<file path="src/rtl/delay_timer.sv">
// One-shot delay timer: an accepted start on enable yields a single-cycle done pulse
// N clock cycles later, where N is DELAY_TIME converted to cycles at elaboration.
module delay_timer #(
    parameter int CLOCK_CYCLE_TIME = 10,
    parameter int DELAY_TIME       = 30,
    parameter int ROUND_MODE       = 1
) (
    input  logic clk,
    input  logic rst,
    input  logic enable,
    output logic done
);

    localparam int CYC = (CLOCK_CYCLE_TIME > 0) ? CLOCK_CYCLE_TIME : 1;
    localparam int N   = (ROUND_MODE == 0) ? (DELAY_TIME / CYC)
                                           : ((DELAY_TIME + CYC - 1) / CYC);
    localparam int CW  = (N <= 1) ? 1 : $clog2(N + 1);

    typedef enum logic {
        IDLE,
        COUNT
    } state_t;

    generate
        if (CLOCK_CYCLE_TIME <= 0) begin : g_bad_cycle
            $error("delay_timer: CLOCK_CYCLE_TIME must be > 0");
        end
        if (ROUND_MODE != 0 && ROUND_MODE != 1) begin : g_bad_round
            $error("delay_timer: ROUND_MODE must be 0 or 1");
        end

        if (N == 0) begin : g_zero
            assign done = enable & ~rst;
        end else begin : g_count
            state_t         state, state_next;
            logic [CW-1:0]  cnt, cnt_next;
            logic           done_next;

            always_ff @(posedge clk or posedge rst) begin
                if (rst) begin
                    state <= IDLE;
                    cnt   <= '0;
                    done  <= 1'b0;
                end else begin
                    state <= state_next;
                    cnt   <= cnt_next;
                    done  <= done_next;
                end
            end

            // cnt holds the number of edges left; the edge that sees 1 is E0+N
            always_comb begin
                state_next = state;
                cnt_next   = cnt;
                case (state)
                    IDLE: begin
                        if (enable) begin
                            state_next = COUNT;
                            cnt_next   = CW'(N);
                        end
                    end
                    COUNT: begin
                        cnt_next = cnt - CW'(1);
                        if (cnt == CW'(1)) begin
                            state_next = IDLE;
                        end
                    end
                    default: begin
                        state_next = IDLE;
                        cnt_next   = '0;
                    end
                endcase
            end

            always_comb begin
                done_next = (state == COUNT) && (cnt == CW'(1));
            end
        end
    endgenerate

endmodule

</file>
<file path="config.mk">
export PLATFORM = sky130hd
export DESIGN_NAME = delay_timer
export DESIGN_NICKNAME = d
export VERILOG_FILES = /design/src/rtl/delay_timer.sv
export SDC_FILE = /design/constraint.sdc
export NUM_CORES = 1
export LEC_CHECK = 0
export BUFFER_PORTS_ARGS = -buffer_cell sky130_fd_sc_hd__buf_4
export CAP_MARGIN = 10
export CORE_AREA = 2 2 39 41
export DETAILED_ROUTE_END_ITERATION = 12
export DIE_AREA = 0 0 41 43
export MAX_ROUTING_LAYER = met4
export PLACE_DENSITY_LB_ADDON = 0.3
export SLEW_MARGIN = 40
export SYNTH_ARGS = -nofsm -noshare
export SYNTH_HDL_FRONTEND = slang
export SYNTH_SLANG_ARGS = --single-unit
</file>
<file path="constraint.sdc">
create_clock -name clk -period 1.5 [get_ports clk]
set_clock_uncertainty 0.1 [all_clocks]
set_input_delay 0.3 -clock clk [delete_from_list [all_inputs] [get_ports clk]]
set_output_delay 0.3 -clock clk [all_outputs]
set_load 0.01 [all_outputs]
</file>
==> key figures <==
Run status
  • Status: finished, final reports clean

Setup path
  • Critical Path Max Stage Delay: 0.35 ns
  • Startpoint Class: flip-flop
  • Slowest CP cell: dfrtp_1
  • CP bufs+invs: 1
  • Critical path cell sequence: buf_4
  • Worst endpoint required time: 1.10 ns
  • Crit path max fanout: 1
  • Setup slack, reg-to-reg: 0.46 ns
  • WP data arrival: 0.72 ns
  • Worst Setup End Kind: output pin
  • Largest delay share family, worst path: flip-flops
  • Type of the worst setup path: flip-flop to output pin

STA
  • Minimum clock period: 1.12 ns
  • Final setup vio count: 0
  • Period utilization: 74.4%
  • RSZ-0062 raised after global routing: false
  • Final Hold Viols: 0
  • Fmax: slightly below 900 MHz
  • Setup TNS Final: 0 ns
  • Measured slew at the worst slew-check pin: 0.184 ns
  • Slew Limit Fails: 0
  • Relative max-transition margin: about 88%

Detailed routing
  • Vias: between 100 and 150
  • Total Routed Length: 283 µm
  • DRC violations left: 0
  • Drt wl/cell: between 7 and 8 µm
  • Final ANT Viol Nets: 0
  • TritonRoute pass-1 iters: 1
  • Vias per Instance: 3.18
  • 1st-iter DRT viols: 0

Synth
  • Fraction of registers with async set/reset: 100%
  • Synth top area share: between 60% and 70%
  • Top_reg_cell synth: dfrtp_1
  • Syn_area_per_cell: 10.9 µm²
  • Post-Synth Adder-Cell Area: 7.63%
  • Most frequent cells after synthesis: dfrtp_1 (4), inv_1 (3)
  • Simple-gate share of the synthesized area: 12.2%
  • Mapped Cells: 15
  • Post-Syn Area: 164 µm²
  • Mux contribution to synthesized area: 6.11%
  • Post-synth top area cell: dfrtp_1
  • Main area contributors after synthesis: dfrtp_1 (61%), ha_1 (7.6%), inv_1 (6.9%), mux2i_1 (6.1%), and2_2 (4.6%)
  • Sequential share of the synthesized area: 61.1%
  • Yosys reg bits: 4
  • Number of synthesized flops with an enable pin: 0
  • Syn Nets: 19
  • Post-synthesis compound-gate area fraction: under 10%
  • Most frequent cell after synthesis: dfrtp_1
  • Synthesis Warnings: 0
  • Post-synthesis xor/xnor area fraction: 0%
  • Largest family of logic cells by synthesized area: simple AND/OR/NAND/NOR gates
  • Synth unique cells: 10

Layout
  • Post-layout nets: 28
  • Multi-input gate area: 52.6 µm²
  • Ant. Diodes: 0
  • Number of standard cells in the final layout excluding fillers: 38
  • Post-route design area: about 240 µm²
  • Area taken by flip-flops and latches: between 100 and 150 µm²
  • Synthesis-to-finish area growth: 45.8%
  • Layout filler cell count: 153
  • Layout cells sized above 1: 31.8%

Global routing
  • Largest net degree at the start of global routing: 7
  • Global route total overflow: 0
  • GR Util All Layers: 3.91%
  • Most utilized layer in the global route result: met4
  • Vias in the first global route: 98
  • First-pass GRT wire length: roughly 400 µm
  • GR Util met1: 3.55%
  • Met2 usage: 4.38%
  • Met3 usage: 2.09%
  • Antenna violations before repair: 0

Floorplan
  • Die Span Y: approximately 43 µm
  • Core area: 0.00138 mm²
  • Die X: 41 µm
  • IO Count: 4
  • Placement Rows: 14
  • Die area: 0.00176 mm²
  • Initial core utilization: 11.8%

Clocking
  • CTS tree: done
  • CTS Buf Count: 3
  • CTS HTree Levels: 1
  • CTS Buffer Depth: 2
  • Post-CTS Setup Inserts: 0
  • Clk_lat worst skew: 0.24 ns
  • Hold_buf cts: 1
  • Root Driver: clkbuf_4
  • Worst-path clk slew: roughly 0.04 ns
  • Post_cts resized: 0
  • # clock sinks: 4

Pwr
  • P_leak: around 0.00012 µW
  • Pwr Density: 1950 mW/mm²
  • Peak supply drop: between 200 and 250 µV

Place
  • DP Cell Count: 34
  • RD Place Congestion: 0.443
  • Final HPWL DP: 216 µm
  • Placed Area: 206 µm²
  • IO buf count: 3

Min path
  • Worst Hold Class: input pin to flip-flop

Flow run
  • Max_cap viols: 0
[metrics by stage]
step	util, %	power, µW	hold slack (ns)	setup WS, ns
2_1_floorplan	-	287	-0.0339	0.507
3_3_place_gp	14.9	328	0.100	0.482
3_5_place_dp	14.9	335	0.102	0.473
4_1_cts	17.3	476	0.226	0.378
5_1_grt	17.3	514	0.247	0.357
6_report	17.3	466	0.225	0.383
[layout by cell type, fill, tap and decap left out, drive strengths merged]
cell type / count
mux2i: 1
buf: 3
nor3: 1
nand2: 1
o21ai: 1
dlygate4sd3: 1
clkbuf: 3
nor2: 1
dfrtp: 4
inv: 3
and2: 1
ha: 1
a21oi: 1
[report_power, final]
| part | internal (µW) | switching [µW] |
|---|---|---|
| Clock | 89.6 | 45.5 |
| Sequential | 164 | 40.4 |
| Combinational | 72.9 | 54.0 |
[final cells by class]
| type | count | area share (%) |
|---|---|---|
| Clock buffer | 3 | 9.42 |
| Inverter | 3 | 4.71 |
| Multi-Input combinational cell | 8 | 22.0 |
| Sequential cell | 4 | 41.9 |
| Tap cell | 16 | 8.38 |
| Timing Repair Buffer | 4 | 13.6 |
[kinds of logic (layout without fill, tap and decap cells)]
logic type,Yosys count,after routing
AO/OA/AOI/OAI,2,2
adder cells (fa/ha/maj),1,1
buffers and inverters,3,10
flip-flops,4,4
multiplexers,1,1
AND/OR/NAND/NOR,4,4
[worst register-to-register path: stages (launching register included)]
cell and delay [ns]:
dfrtp_1 0.39, ha_1 0.29, nand2_1 0.06, o21ai_0 0.07
[layer usage]
metal | up-vias | routed length [µm]
met5 | - | 0
met4 | 0 | 0
met3 | 0 | 43
met2 | 6 | 125
met1 | 54 | 114
li1 | 61 | -
[state kept, by name, summed over array words and instances, names as in the netlist]
name and flops:
g_count.state 1, g_count.cnt 2, done 1
[worst paths after layout]
path | to | from | depth (start not counted)
worst min register to register | g_count.cnt[0] | g_count.cnt[0] | 1
max in group asynchronous | done | rst | 3
worst max-delay path | done | done | 1
worst min-delay path | g_count.state | enable | 3
min in group asynchronous | g_count.cnt[0] | rst | 3
worst max register to register | g_count.cnt[1] | g_count.cnt[0] | 3
No activity file was read; power rests on OpenSTA's default activity.
